`config.mk`:
```
export PLATFORM = sky130hd
export DESIGN_NAME = uart_tx_arbiter
export DESIGN_NICKNAME = d
export VERILOG_FILES = /design/src/rtl/uart_tx_arbiter_pkg.sv /design/src/rtl/uart_tx_arbiter_rr_pick.sv /design/src/rtl/uart_tx_arbiter.sv
export SDC_FILE = /design/constraint.sdc
export NUM_CORES = 1
export LEC_CHECK = 0
export CAP_MARGIN = 20
export CELL_PAD_IN_SITES_DETAIL_PLACEMENT = 0
export CELL_PAD_IN_SITES_GLOBAL_PLACEMENT = 1
export CORE_ASPECT_RATIO = 0.75
export CORE_MARGIN = 5
export CORE_UTILIZATION = 33
export DETAILED_ROUTE_END_ITERATION = 7
export PLACE_DENSITY = 0.89
export SLEW_MARGIN = 20
export SYNTH_ARGS = -nofsm -noshare
export SYNTH_HDL_FRONTEND = slang
export SYNTH_SLANG_ARGS = --single-unit
export TNS_END_PERCENT = 5
```
`constraint.sdc`:
```
create_clock -name clk -period 3.3 [get_ports clk]
set_clock_uncertainty 0.2 [all_clocks]
set_input_delay 0.66 -clock clk [delete_from_list [all_inputs] [get_ports clk]]
set_output_delay 0.66 -clock clk [all_outputs]
set_load 0.05 [all_outputs]
```
`src/rtl/uart_tx_arbiter_pkg.sv`:
```
// +----------------------------------------------------------------------------+
// | uart_tx_arbiter_pkg                                                        |
// | Shared state encodings and byte width for the UART TX path.                |
// | Revision: 1.0                                                              |
// +----------------------------------------------------------------------------+
`default_nettype none

package uart_tx_arbiter_pkg;

  localparam int BYTE_W = 8;

  typedef logic [0:0] state_t;

  localparam state_t ST_IDLE   = 1'b0;
  localparam state_t ST_LOCKED = 1'b1;

endpackage

`default_nettype wire

```
`src/rtl/uart_tx_arbiter_rr_pick.sv`:
```
// +----------------------------------------------------------------------------+
// | rr_pick                                                                    |
// | Combinational round-robin find-first: lowest set req at or above ptr.      |
// | Revision: 1.0                                                              |
// +----------------------------------------------------------------------------+
`default_nettype none

module rr_pick
  import uart_tx_arbiter_pkg::*;
#(
  parameter int N_REQ = 4
) (
  input  logic [N_REQ-1:0]         req,
  input  logic [$clog2(N_REQ)-1:0] ptr,
  output logic [$clog2(N_REQ)-1:0] idx,
  output logic                     any
);

  localparam int c_IDX_W = $clog2(N_REQ);

  // Each candidate's distance above ptr (with wrap); the nearest requester wins.
  always_comb begin
    int w_best;
    int w_dist;
    w_best = N_REQ;
    w_dist = 0;
    idx    = '0;
    any    = 1'b0;
    for (int j = 0; j < N_REQ; j++) begin
      w_dist = j - int'(ptr);
      if (w_dist < 0) w_dist = w_dist + N_REQ;
      if (req[j] && (w_dist < w_best)) begin
        w_best = w_dist;
        idx    = c_IDX_W'(j);
        any    = 1'b1;
      end
    end
  end

endmodule

`default_nettype wire

```
`src/rtl/uart_tx_arbiter.sv`:
```
// +----------------------------------------------------------------------------+
// | uart_tx_arbiter                                                            |
// | Round-robin, frame-locked sharing of one UART TX serializer by N clients.  |
// | Revision: 1.0                                                              |
// +----------------------------------------------------------------------------+
`default_nettype none

module uart_tx_arbiter
  import uart_tx_arbiter_pkg::*;
#(
  parameter int N_REQ       = 4,
  parameter int MAX_BURST   = 16,
  parameter int GAP_TIMEOUT = 1024
) (
  input  logic                     clk,
  input  logic                     rst,
  input  logic [N_REQ-1:0]         req_valid,
  input  logic [N_REQ*BYTE_W-1:0]  req_data,
  input  logic [N_REQ-1:0]         req_last,
  output logic [N_REQ-1:0]         req_ready,
  output logic                     tx_valid,
  output logic [BYTE_W-1:0]        tx_data,
  input  logic                     tx_ready,
  output logic [$clog2(N_REQ)-1:0] grant_id,
  output logic                     busy
);

  localparam int c_IDX_W   = $clog2(N_REQ);
  localparam int c_BURST_W = $clog2(MAX_BURST + 1);
  localparam int c_GAP_W   = $clog2(GAP_TIMEOUT);

  state_t               r_state;
  state_t               w_next_state;
  logic [c_IDX_W-1:0]   r_owner;
  logic [c_IDX_W-1:0]   r_rr_ptr;
  logic [c_BURST_W-1:0] r_burst_cnt;
  logic [c_GAP_W-1:0]   r_gap_cnt;

  logic [BYTE_W-1:0]    w_bytes [N_REQ];
  logic [c_IDX_W-1:0]   w_pick_idx;
  logic                 w_pick_any;
  logic                 w_locked;
  logic                 w_owner_valid;
  logic                 w_accept;
  logic                 w_burst_hit;
  logic                 w_gap_hit;
  logic                 w_release;

  for (genvar gi = 0; gi < N_REQ; gi++) begin : g_unpack
    assign w_bytes[gi] = req_data[gi*BYTE_W +: BYTE_W];
  end

  rr_pick #(
    .N_REQ (N_REQ)
  ) u_rr_pick (
    .req (req_valid),
    .ptr (r_rr_ptr),
    .idx (w_pick_idx),
    .any (w_pick_any)
  );

  assign w_locked      = (r_state == ST_LOCKED);
  assign w_owner_valid = req_valid[r_owner];
  assign w_accept      = tx_valid & tx_ready;
  assign w_burst_hit   = w_accept && (r_burst_cnt == c_BURST_W'(MAX_BURST - 1));
  assign w_gap_hit     = w_locked && !w_owner_valid &&
                         (r_gap_cnt == c_GAP_W'(GAP_TIMEOUT - 1));
  // last and burst limit landing together is still one release event.
  assign w_release     = w_locked &&
                         ((w_accept && (req_last[r_owner] || w_burst_hit)) || w_gap_hit);

  always_ff @(posedge clk or posedge rst) begin
    if (rst) begin
      r_state <= ST_IDLE;
    end else begin
      r_state <= w_next_state;
    end
  end

  always_comb begin
    w_next_state = r_state;
    case (r_state)
      ST_IDLE:   if (w_pick_any) w_next_state = ST_LOCKED;
      ST_LOCKED: if (w_release)  w_next_state = ST_IDLE;
      default:   w_next_state = ST_IDLE;
    endcase
  end

  always_comb begin
    tx_valid  = 1'b0;
    tx_data   = '0;
    req_ready = '0;
    if (w_locked) begin
      tx_valid           = w_owner_valid;
      tx_data            = w_bytes[r_owner];
      req_ready[r_owner] = tx_ready;
    end
  end

  always_ff @(posedge clk or posedge rst) begin
    if (rst) begin
      r_owner     <= '0;
      r_rr_ptr    <= '0;
      r_burst_cnt <= '0;
      r_gap_cnt   <= '0;
    end else if (!w_locked) begin
      if (w_pick_any) begin
        r_owner     <= w_pick_idx;
        r_burst_cnt <= '0;
        r_gap_cnt   <= '0;
      end
    end else begin
      if (w_accept) begin
        r_burst_cnt <= r_burst_cnt + 1'b1;
      end
      // Hold at the terminal count on the timeout cycle so the counter never wraps.
      if (w_owner_valid) begin
        r_gap_cnt <= '0;
      end else if (!w_gap_hit) begin
        r_gap_cnt <= r_gap_cnt + 1'b1;
      end
      if (w_release) begin
        r_rr_ptr <= (r_owner == c_IDX_W'(N_REQ - 1)) ? '0 : r_owner + 1'b1;
      end
    end
  end

  assign busy     = w_locked;
  assign grant_id = r_owner;

endmodule

`default_nettype wire
```
# ---- Word level (Yosys, flattened, before mapping)
# Cells that the tools add are included.
dict set report word_totals {
  in_bits 43
  reg_bits 20
  out_inout_bits 16
}
dict set report op_classes {
  magnitude_cmp 11
  add_sub_neg 11
  reduce_logical 18
  eq_ne 5
  bitwise 4
  n_mux 37
}
# operator count
set ops {}
lappend ops {{$mux 32} 7}
lappend ops {{$add 32x4->32 const B} 4}
lappend ops {{$lt 32x1->1 const B} 4}
lappend ops {{$lt 32x32->1} 3}
lappend ops {{$mux 10} 4}
lappend ops {{$lt 32x4->1 const B} 1}
lappend ops {{$mux 8} 3}
lappend ops {{$bmux 8 s2} 1}
lappend ops {{$mux 5} 3}
lappend ops {{$mux 1} 11}
lappend ops {{$add 10x1->10 const B} 1}
lappend ops {{$eq 10x10->1 const B} 1}
lappend ops {{$logic_and 1x1->1} 10}
lappend ops {{$reduce_and 2->1} 4}
lappend ops {{$mux 2} 3}
lappend ops {{$sub 1x2->3 const A} 2}
lappend ops {{$sub 2x2->3 const A} 2}
lappend ops {{$add 5x1->5 const B} 1}
lappend ops {{$eq 5x4->1 const B} 1}
lappend ops {{$and 4x4->4} 1}
lappend ops {{$bmux 1 s2} 2}
lappend ops {{$mux 4} 1}
lappend ops {{$ge 3x3->1 const B} 1}
lappend ops {{$lt 2x3->1 const B} 1}
lappend ops {{13 further kinds} 14}

# ---- Depth between registers and ports, before layout
dict set report logic_depth {
  word_depth 17
  mapped_depth 15
  depth_no_buf 15
}

# ---- By module
# From an unflattened synthesis, not the netlist that was laid out.
dict set report hier_totals {
  cells_unflattened 181
  hier_area_um2 1745.4
}
# mod area_each_um2 cells_per_inst seq_area_each_um2 instances
set modules_own_cells {}
lappend modules_own_cells {uart_tx_arbiter 1527.7 148 500.5 1}
lappend modules_own_cells {rr_pick 217.7 33 0.0 1}

# ---- Worst setup path after synthesis
# Ideal clock, no wire load.
dict set report synth_path {
  path_type {register -> output}
  startpoint {register r_owner[0], in the netlist grant_id[0]}
  endpoint {output port tx_data[0]}
  n_path_buf 1
  t_arrival_ps 1930
  t_required_ps 2440
  path_stages_with_launch 4
  path_slack_ps 510
  path_cell_list {dfrtp_1 buf_2 mux4_2 and2_1}
}
dict set report synth_via {
  elab_chain_cells 5
}
# item line
set synth_rtl {}
lappend synth_rtl {{start: declaration} uart_tx_arbiter.sv:34} ;# logic [c_IDX_W-1:0] r_owner;
lappend synth_rtl {{start signal: assignment} uart_tx_arbiter.sv:108} ;# r_owner <= w_pick_idx;
lappend synth_rtl {{$not 2->3 (not written as such)} uart_tx_arbiter.sv:95} ;# tx_data = w_bytes[r_owner];
lappend synth_rtl {{$bmux 8 s2} uart_tx_arbiter.sv:95}
lappend synth_rtl {{$mux 8 (not written as such) (2 in series)} uart_tx_arbiter.sv:95}
lappend synth_rtl {{$mux 8} uart_tx_arbiter.sv:93} ;# if (w_locked) begin
lappend synth_rtl {{end: declaration} uart_tx_arbiter.sv:22} ;# output logic [BYTE_W-1:0] tx_data,
# Every way passes these cells. The select of a mux whose other input is x is not followed.

# ---- Worst setup path after layout
dict set report layout_path {
  startpoint {input port req_valid[1]}
  endpoint {register r_owner[1], in the netlist grant_id[1]}
}
dict set report layout_via {
  elab_chain_cells 9
  elab_cells_between_ends 13
  cone_classes {order compare: 2; mux: 7; reduce/logical: 4}
}
# item line
set layout_rtl {}
lappend layout_rtl {{start: declaration} uart_tx_arbiter.sv:17} ;# input logic [N_REQ-1:0] req_valid,
lappend layout_rtl {{$logic_and 1x1->1 *} uart_tx_arbiter_rr_pick.sv:32} ;# if (req[j] && (w_dist < w_best)) begin
lappend layout_rtl {{$mux 32} uart_tx_arbiter_rr_pick.sv:32}
lappend layout_rtl {{$lt 32x32->1} uart_tx_arbiter_rr_pick.sv:32}
lappend layout_rtl {{$logic_and 1x1->1} uart_tx_arbiter_rr_pick.sv:32}
lappend layout_rtl {{$mux 32} uart_tx_arbiter_rr_pick.sv:32}
lappend layout_rtl {{$lt 32x32->1} uart_tx_arbiter_rr_pick.sv:32}
lappend layout_rtl {{$logic_and 1x1->1} uart_tx_arbiter_rr_pick.sv:32}
lappend layout_rtl {{$mux 1} uart_tx_arbiter_rr_pick.sv:32}
lappend layout_rtl {{$reduce_and 2->1 (no source line)} n/a}
# Every way passes the cells marked *; elsewhere a longest branch is shown, timed or not.
# A chain may end at the register's enable or synchronous reset.

==> metrics <==
total die area=about 6400 um2; Tcrit/Tclk final=0.9465; Slowest-stage cell, CP=clkdlybuf4s50_1; TritonCTS buffer count=3; worst vdd ir=~0.00063 V; Cell Count, Final, Fillers Out=around 290; critical path's top delay family=compound AO/OA/AOI/OAI gates; hold path startpoint=r_burst_cnt[4]$_DFFE_PP0P_; unrepaired setup endpoints after global routing=false; routed len/inst=approximately 14 um; RD Place Congestion=between 0.8 and 0.9; cell taking the most area after synthesis=dfrtp_1; Synth Cell Area=about 1600 um2; synthesis warning total=0; hold_buf cts=0; Synth Instances=roughly 160; launch point of the worst path=req_valid[1]; initial antenna violation count=0; core area=about 4800 um2; root buffer cell=clkbuf_8; first-pass GRT wire length=6.955 mm; power per cell area=between 800 and 900 nW/um2; Slew HR=0.4974; leak pwr=about 1 nW; placed wire-length estimate=around 3.3 mm; EDFF count, synth=0; Routed Antenna Nets=0; status=finished clean; measured slew at the worst slew-check pin=about 0.75 ns; hold_ws=between 0.2 and 0.3 ns; vias in the first global route=roughly 1500; Setup CP Type=input port to register; type of origin of the critical path=input port; largest net degree at the start of global routing=24; clk_lat worst skew=roughly 0.25 ns; endpoint type of the worst setup path=register; CTS H-tree depth=1; Required @ worst endpoint=approximately 3.3 ns; top achievable clock speed=around 0.32 GHz; worst path bufs/invs=1; Starting Density=0.3349; vias post-DR=1457; # diodes=0; fin crit period=between 3 and 4 ns; Slew Viols, Final=0; clock-pin slew on the worst setup and hold paths=about 0.070 ns; initial DRC count=90; share of flip-flops with an asynchronous set or reset=1.000; Area contributors post-synth=dfrtp_1, mux4_2, ha_1, nor2_1, and2_1; final setup vio count=0; top post-synthesis cells by count=dfrtp_1, nor2_1, and2_1, mux4_2, nand2_1; TritonCTS clock tree=yes; Mapped Nets=213; via/cell ratio=5.059; final hold violation count=0; CTS Buffer Depth=2; placed cell count=about 280; worst path arrival time=3.10 ns; synth-to-layout area growth=45.40%; hold crit path type=register to register; Vert. Die Dim=70.38 um; # DRC=0; Largest stage delay, worst path=just under 0.5 ns; GRT Util Overall=0.1307; syn avg cell area=between 9 and 10 um2; FF-to-FF Start=r_rr_ptr[1]$_DFFE_PP0P_; # Max-Cap Violations=0; gr ovfl total=0; Nets=281; IO buf count=58; Pre-antenna DRT Iters=4; Seq cells post-synth=20; predominant post-synthesis flop cell=dfrtp_1; post-synthesis sequential area ratio=0.3120; clock sink count=20; Netlist cell types=42; Die W=slightly above 90 um; critical path cell sequence=clkdlybuf4s50_1 > o21ai_0 > a21oi_1 > ha_1 > o21a_1 > o22ai_2 > nand2_1 > a21o_1 > ha_1 > o31ai_1 > a21oi_1 > o41a_1 > o211ai_1; share of the synthesized area in the top cell type=0.3120; row count=22; top-count cell post-synth=dfrtp_1; IO Count=59; aggregate routed wire length=around 4.1 mm; worst-path fanout max=3; share of layout cells above drive strength 1=0.2193
-- path summary, 6_finish.rpt --
check	end	slack, ns	cells past startpoint
max in group asynchronous	r_gap_cnt[5]$_DFFE_PP0P_	1.78	2
worst max register to register	grant_id[1]$_DFFE_PP0P_	0.42	14
worst min-delay path	r_burst_cnt[4]$_DFFE_PP0P_	0.29	2
worst max-delay path	grant_id[1]$_DFFE_PP0P_	0.18	13
worst min register to register	r_burst_cnt[4]$_DFFE_PP0P_	0.29	2
min in group asynchronous	r_gap_cnt[7]$_DFFE_PP0P_	0.65	2
-- flip-flops by register name (all words and copies together) (netlist names) --
name / flops
busy: 1
grant_id: 2
r_burst_cnt: 5
r_gap_cnt: 10
r_rr_ptr: 2
-- area by class of cell --
| type | instances | area (um2) |
|---|---|---|
| fill | 453 | 2457 |
| multi-input combinational | 128 | 1045 |
| timing repair buffer | 69 | 630.6 |
| sequential | 20 | 500.5 |
| tap | 60 | 75.07 |
| clock buffer | 4 | 55.05 |
| inverter | 7 | 26.28 |
-- cells by family after synthesis --
family          share of synthesized area
compound gates                     0.1318
xor+xnor                          0.04368
fa+ha+maj                         0.07020
flops                              0.3120
simple gates                       0.2332
buf+inv                           0.04056
mux                                0.1685
-- cell usage in the layout (no fill, tap or decap), types with 6 or more instances in the layout --
master            n
dfrtp_1          20
nand2_1          10
and2_1           10
xnor2_1           7
buf_4            24
mux4_2           10
nor2_1           19
clkdlybuf4s50_1  45
and3_1            7
inv_1             7
nand3_1           6
ha_1              9
-- where the power goes --
part / leakage (nW) / internal, W / switching (W)
sequential: 0.257 / 0.000307 / 0.000111
combinational: 0.686 / 0.000556 / 0.000730
clock: 0.0288 / 0.000106 / 0.0000745
-- worst min-delay path, stage by stage, from the launching register on --
cell	delay, ns
dfrtp_1	0.35
nand2_1	0.05
o21ai_0	0.06
-- layer usage --
layer	GRT usage	part of all wire	vias to the layer above	routed length, um
met1	0.1650	0.46	694	1860
li1	-	-	721	-
met5	0	0	-	0
met4	0.01983	0.0052	0	21
met3	0.03337	0.057	2	231
met2	0.2288	0.48	40	1956
-- timing repair --
item | in CTS | in global routing
buffers inserted | 0 | 1
endpoints found under the setup margin | 0 | 2
gates resized for setup | 0 | 1
-- through the flow --
stage / instance area, um2 / total power, W / utilization / setup slack [ns] / setup TNS [ns]
2_1_floorplan: 1604 / 0.001307 / - / 0.5095 / 0
3_3_place_gp: 2263 / 0.001679 / 0.4726 / -0.03551 / -0.07100
3_5_place_dp: 2263 / 0.001699 / 0.4726 / -0.1537 / -0.3072
4_1_cts: 2318 / 0.001890 / 0.4841 / 0.1060 / 0
5_1_grt: 2332 / 0.002025 / 0.4869 / 0.006607 / 0
6_report: 2332 / 0.001885 / 0.4869 / 0.1766 / 0
Note: power is estimated with default switching activity, not from simulation.
